$ cat config.mk
export PLATFORM = sky130hd
export DESIGN_NAME = stage_fetch_flat
export DESIGN_NICKNAME = d
export VERILOG_FILES = /design/src/rtl/stage_fetch_pkg.sv /design/src/rtl/stage_fetch_if.sv /design/src/rtl/adder32.sv /design/src/rtl/stage_fetch.sv /design/src/flat_wrapper.sv
export SDC_FILE = /design/constraint.sdc
export NUM_CORES = 1
export LEC_CHECK = 0
export BUFFER_PORTS_ARGS = -buffer_cell sky130_fd_sc_hd__buf_4
export CORE_ASPECT_RATIO = 1.2
export CORE_MARGIN = 10
export CORE_UTILIZATION = 50
export DETAILED_ROUTE_END_ITERATION = 8
export PLACE_DENSITY = 0.82
export SLEW_MARGIN = 0
export SYNTH_ARGS = -nofsm -noshare
export SYNTH_HDL_FRONTEND = slang
export SYNTH_SLANG_ARGS = --single-unit
$ cat constraint.sdc
create_clock -name clock -period 2.6 [get_ports clock]
set_clock_uncertainty 0.1 [all_clocks]
set_input_delay 0.13 -clock clock [delete_from_list [all_inputs] [get_ports clock]]
set_output_delay 0.13 -clock clock [all_outputs]
set_load 0.02 [all_outputs]
$ cat src/rtl/stage_fetch_pkg.sv
// Shared fetch-stage definitions: nop encoding, default reset PC and the
// layout of the F/D pipeline latch.
package stage_fetch_pkg;

  localparam logic [31:0] NOP_INSN         = 32'd0;
  localparam logic [31:0] DEFAULT_RESET_PC = 32'd0;
  localparam int          DEFAULT_IMEM_AW  = 12;
  localparam logic [31:0] PC_STEP          = 32'd1;

  // Contents of the F/D latch handed to decode.
  typedef struct packed {
    logic [31:0] insn;
    logic [31:0] pc_plus_1;
    logic        valid;
  } fd_latch_t;

endpackage

$ cat src/rtl/stage_fetch_if.sv
// Fetch-stage bus: hazard/execute controls in, instruction-memory port,
// and the F/D latch outputs toward decode.
interface stage_fetch_if import stage_fetch_pkg::*; #(
  parameter int IMEM_AW = DEFAULT_IMEM_AW
);

  logic               stall;
  logic               redirect;
  logic [31:0]        redirect_pc;
  logic [IMEM_AW-1:0] imem_addr;
  logic [31:0]        imem_data;
  logic [31:0]        fd_insn;
  logic [31:0]        fd_pc_plus_1;
  logic [4:0]         fd_pc_upper_5;
  logic               fd_valid;

  // The fetch stage itself.
  modport master (
    input  stall, redirect, redirect_pc, imem_data,
    output imem_addr, fd_insn, fd_pc_plus_1, fd_pc_upper_5, fd_valid
  );

  // The surroundings: hazard unit, execute, instruction memory, decode.
  modport slave (
    output stall, redirect, redirect_pc, imem_data,
    input  imem_addr, fd_insn, fd_pc_plus_1, fd_pc_upper_5, fd_valid
  );

endinterface

$ cat src/rtl/adder32.sv
// 32-bit ripple adder shared across the pipeline; sum wraps modulo 2^32.
module adder32 (
  input  logic [31:0] a,
  input  logic [31:0] b,
  input  logic        cin,
  output logic [31:0] sum,
  output logic        cout
);

  logic [32:0] full_s;

  // Widen to 33 bits so the carry-out falls out of the same add.
  always_comb begin
    full_s = {1'b0, a} + {1'b0, b} + {32'd0, cin};
  end

  assign sum  = full_s[31:0];
  assign cout = full_s[32];

endmodule

$ cat src/rtl/stage_fetch.sv
// Fetch stage: PC register, synchronous imem addressing with stall replay,
// and the F/D latch. Priority on each edge is reset > redirect > stall > advance.
module stage_fetch import stage_fetch_pkg::*; #(
  parameter logic [31:0] RESET_PC = DEFAULT_RESET_PC,
  parameter int          IMEM_AW  = DEFAULT_IMEM_AW
) (
  input logic           clock,
  input logic           reset,
  stage_fetch_if.master bus
);

  logic [31:0]        pc_r;
  logic [31:0]        q_pc_r;
  logic               q_valid_r;
  fd_latch_t          fd_r;
  logic [31:0]        pc_inc_s;
  logic [31:0]        q_pc_inc_s;
  logic [IMEM_AW-1:0] imem_addr_s;

  // Next sequential PC.
  adder32 u_pc_inc (
    .a    (pc_r),
    .b    (PC_STEP),
    .cin  (1'b0),
    .sum  (pc_inc_s),
    .cout ()
  );

  // PC+1 of the in-flight fetch, latched alongside its instruction.
  adder32 u_q_pc_inc (
    .a    (q_pc_r),
    .b    (PC_STEP),
    .cin  (1'b0),
    .sum  (q_pc_inc_s),
    .cout ()
  );

  // Replay the in-flight address while stalled so imem_data stays aligned with q_pc.
  always_comb begin
    imem_addr_s = pc_r[IMEM_AW-1:0];
    if (bus.stall) begin
      imem_addr_s = q_pc_r[IMEM_AW-1:0];
    end else begin
      imem_addr_s = pc_r[IMEM_AW-1:0];
    end
  end

  // PC, in-flight fetch tracking and F/D latch update.
  always_ff @(posedge clock) begin
    if (reset) begin
      pc_r         <= RESET_PC;
      q_pc_r       <= 32'd0;
      q_valid_r    <= 1'b0;
      fd_r.insn      <= NOP_INSN;
      fd_r.pc_plus_1 <= 32'd0;
      fd_r.valid     <= 1'b0;
    end else if (bus.redirect) begin
      // Squash the wrong-path fetch and F/D entry; pc_plus_1 is left as is.
      pc_r         <= bus.redirect_pc;
      q_valid_r    <= 1'b0;
      fd_r.insn    <= NOP_INSN;
      fd_r.valid   <= 1'b0;
    end else if (bus.stall) begin
      pc_r         <= pc_r;
      q_pc_r       <= q_pc_r;
      q_valid_r    <= q_valid_r;
      fd_r         <= fd_r;
    end else begin
      fd_r.insn      <= q_valid_r ? bus.imem_data : NOP_INSN;
      fd_r.valid     <= q_valid_r;
      fd_r.pc_plus_1 <= q_pc_inc_s;
      q_pc_r         <= pc_r;
      q_valid_r      <= 1'b1;
      pc_r           <= pc_inc_s;
    end
  end

  assign bus.imem_addr     = imem_addr_s;
  assign bus.fd_insn       = fd_r.insn;
  assign bus.fd_pc_plus_1  = fd_r.pc_plus_1;
  assign bus.fd_pc_upper_5 = fd_r.pc_plus_1[31:27];
  assign bus.fd_valid      = fd_r.valid;

endmodule

$ cat src/flat_wrapper.sv
// flat-port wrapper written by rule: the top's interface ports become plain ports
module stage_fetch_flat import stage_fetch_pkg::*;
#(
  parameter logic [31:0] RESET_PC = DEFAULT_RESET_PC,
  parameter int          IMEM_AW  = DEFAULT_IMEM_AW
)
  (clock, reset, bus_stall, bus_redirect, bus_redirect_pc, bus_imem_data, bus_imem_addr, bus_fd_insn, bus_fd_pc_plus_1, bus_fd_pc_upper_5, bus_fd_valid);
  stage_fetch_if #(.IMEM_AW(IMEM_AW)) bus_i ();
  input logic clock;
  input logic reset;
  input wire logic [$bits(bus_i.stall)-1:0] bus_stall;
  input wire logic [$bits(bus_i.redirect)-1:0] bus_redirect;
  input wire logic [$bits(bus_i.redirect_pc)-1:0] bus_redirect_pc;
  input wire logic [$bits(bus_i.imem_data)-1:0] bus_imem_data;
  output wire logic [$bits(bus_i.imem_addr)-1:0] bus_imem_addr;
  output wire logic [$bits(bus_i.fd_insn)-1:0] bus_fd_insn;
  output wire logic [$bits(bus_i.fd_pc_plus_1)-1:0] bus_fd_pc_plus_1;
  output wire logic [$bits(bus_i.fd_pc_upper_5)-1:0] bus_fd_pc_upper_5;
  output wire logic [$bits(bus_i.fd_valid)-1:0] bus_fd_valid;
  assign bus_i.stall = bus_stall;
  assign bus_i.redirect = bus_redirect;
  assign bus_i.redirect_pc = bus_redirect_pc;
  assign bus_i.imem_data = bus_imem_data;
  assign bus_imem_addr = bus_i.imem_addr;
  assign bus_fd_insn = bus_i.fd_insn;
  assign bus_fd_pc_plus_1 = bus_i.fd_pc_plus_1;
  assign bus_fd_pc_upper_5 = bus_i.fd_pc_upper_5;
  assign bus_fd_valid = bus_i.fd_valid;
  stage_fetch #(.RESET_PC(RESET_PC), .IMEM_AW(IMEM_AW)) u_core (.clock(clock), .reset(reset), .bus(bus_i));
endmodule
==> flow_metrics.tcl <==
set metrics [dict create \
    overflow 0 \
    clock-sinks 130 \
    ir_worst_vdd_uv 458.1 \
    die_h_um 139.1 \
    post_drt_wl_per_cell_um 16.90 \
    synthTopCellsByCount "dfxtp_1, nand2_1, nor2_1" \
    clockPowerShare_pct 47.7 \
    pwr-share-comb_pct 10.9 \
    min_path_type "primary input to flip-flop" \
    htree_levels 4 \
    arrival_ps 2550 \
    fin_nets 966 \
    ys.flop_type "dfxtp_1" \
    power.density_mw_per_mm2 630.9 \
    syn_area_per_cell_um2 8.335 \
    p_int_uw 3991 \
    fin_crit_ps 2379 \
    startpoint_type "flip-flop" \
    holdBufCountCts 64 \
    sw_frac_of_total_pct 23.58 \
    yosysSeqAreaShare_pct 44.04 \
    fin_hold_ws_ps 18.47 \
    ys_warn_count 0 \
    area_growth_pct 40.08 \
    rsz0062_at_grt "false" \
    maxSlewHeadroom_pct 53.47 \
    drtIter0Drc 525 \
    async_reset_ff_share_pct 0 \
    clock_path_buffers 2 \
    diodes 0 \
    min_from "bus_redirect" \
    numCtsBuffers 17 \
    synth_edf_count 0 \
    yosys.area.top_type "dfxtp_1" \
    worstPathRequired_ps 2780 \
    crit_top_cell "nor3_1" \
    cts_resized 0 \
    post-cts-setup-buffer-count 0 \
    netlist_area_mm2 0.005909 \
    syn_nets 779 \
    power.switching_uw 1232 \
    post-dp-hpwl_mm 11.68 \
    cts_root_buffer "clkbuf_16" \
    timing.final.crit_share_pct 91.50 \
    slowest_delay_ps 650 \
    worstReg2RegStart "u_core.pc_r[1]$_SDFFE_PP0P_" \
    tns_ps 0 \
    grt_pass1_vias 5814 \
    io_pins 150 \
    core.rowCount 43 \
    drc 0 \
    status "completed" \
    path_max_fanout 6 \
    final_antenna_net_count 0 \
    crit_path_end_kind "flip-flop" \
    globalRouteTotalUtil_pct 21.08 \
    core_region_area_mm2 0.01157 \
    placed_area_mm2 0.007020 \
    drv_cap 0 \
    synth.distinct_cells 48 \
    fmax_mhz 420.3 \
    die_width_um 119.2 \
    synth.area.top_cells "dfxtp_1, nand2_1, nor2_1" \
    yosysMostFrequentCell "dfxtp_1" \
    wl_mm 18.00 \
    power_leakage_uw 0.003275 \
    syn-instance-count 709 \
    vias_per_cell 5.538 \
    drv_slew 0 \
    initial_core_util_pct 51.09 \
    final_hold_viol_count 0 \
    synth_top_area_share_pct 44.04 \
    portBuffers 149 \
    final_core_util_pct 71.56 \
    path_clk_slew_ps 60 \
    worstMarginPinSlew_ps 692.6 \
    dr_total_vias 5898 \
    worstSetupStartpoint "u_core.pc_r[1]$_SDFFE_PP0P_" \
    seqPwrFrac_pct 41.4 \
    die-area_mm2 0.01659 \
    gp_congestion 0.9643 \
    grt_start_max_net_pins 50 \
    clk_latency_ps 410 \
    cts_tree "yes" \
    slowest_stage "nor3_1" \
    criticalPathCategory "flip-flop to flip-flop" \
    antenna_found_initial 0 \
    yosys_register_bits 130 \
    drive_gt1_share_pct 22.91 \
    grt_pass1_wl_mm 29.36 \
    crit_chain "ha_1, nand4_1, nor3_1, nand2_1, a221oi_1, nor3_1" \
    setup_viol 0 \
    final_area_mm2 0.008278 \
    first_pass_iters 5 \
]
## registers in the layout, summed over array words and instances, names as in the netlist
register / cells
u_core.pc_r: 32
u_core.q_pc_r: 32
u_core.bus.fd_valid: 1
u_core.bus.fd_insn: 32
u_core.q_valid_r: 1
u_core.bus.fd_pc_plus_1: 32
## layout make-up
| class | count | area [um^2] |
|---|---|---|
| Clock buffer | 20 | 456.7 |
| Clock inverter | 11 | 160.2 |
| Fill cell | 864 | 3289 |
| Inverter | 10 | 37.54 |
| Multi-Input combinational cell | 514 | 2990 |
| Sequential cell | 130 | 2603 |
| Tap cell | 157 | 196.4 |
| Timing Repair Buffer | 223 | 1834 |
## final timing paths
check                                        end  cells past startpoint  slack (ps)
hold reg to reg   u_core.q_pc_r[31]$_SDFFE_PP0P_                      2         380
setup / recovery    u_core.pc_r[18]$_SDFFE_PP0P_                      6         220
hold / removal       u_core.pc_r[7]$_SDFFE_PP0P_                      3          20
setup reg to reg    u_core.pc_r[18]$_SDFFE_PP0P_                      6         220
## layout by cell type, fill, tap and decap left out, types with 9 or more instances in the layout
| cell type | count |
|---|---|
| a211oi_1 | 43 |
| clkbuf_16 | 17 |
| nand3_1 | 27 |
| inv_1 | 9 |
| dlygate4sd3_1 | 64 |
| a22oi_1 | 34 |
| nor4_1 | 9 |
| nor2_1 | 99 |
| nand4_1 | 22 |
| xnor2_1 | 14 |
| dfxtp_1 | 130 |
| nand2_1 | 111 |
| buf_4 | 159 |
| and3_1 | 9 |
| xor2_1 | 35 |
| a21oi_1 | 46 |
## routing by layer
layer  up-vias  share of wire (%)  track usage, %
met5         -                  0               0
met4         0                2.0           6.632
met3        41                 10           9.165
met2       289                 47           33.86
met1      2701                 41           24.65
li1       2867                  -               -
## cells by family after synthesis
family                     Yosys count  synth area share [%]
AOI/OAI and AO/OA                  141                 15.67
xor gates and xnor gates            49                 7.262
adders and majority gates            2                0.4234
buffers and inverters               65                 5.526
DFF                                130                 44.04
muxes                                9                 1.673
and+or+nand+nor                    313                 25.41
## worst max-delay path: cells and delay by family, from the launching register on
| kind | cells | cell delay (ps) |
|---|---|---|
| AND/OR/NAND/NOR | 4 | 1130 |
| adder cells (fa/ha/maj) | 1 | 240 |
| AO/OA/AOI/OAI | 1 | 310 |
| flip-flops | 1 | 460 |
## power groups by stage
stage	combinational [uW]	sequential [uW]	clock, uW
2_1_floorplan	256	2220	0
3_3_place_gp	478	2200	0
3_5_place_dp	485	2200	0
4_1_cts	565	2160	2500
5_1_grt	620	2170	2590
6_report	571	2160	2490
## metrics by stage
step	total power [uW]	cells	setup WS, ps
after floorplan	2472	709	732.9
after global placement	2675	970	486.0
after detailed placement	2685	970	401.6
after CTS	5225	1065	296.2
after global routing	5382	1065	32.36
final	5222	1065	221.0
Note: power is estimated with default switching activity, not from simulation.
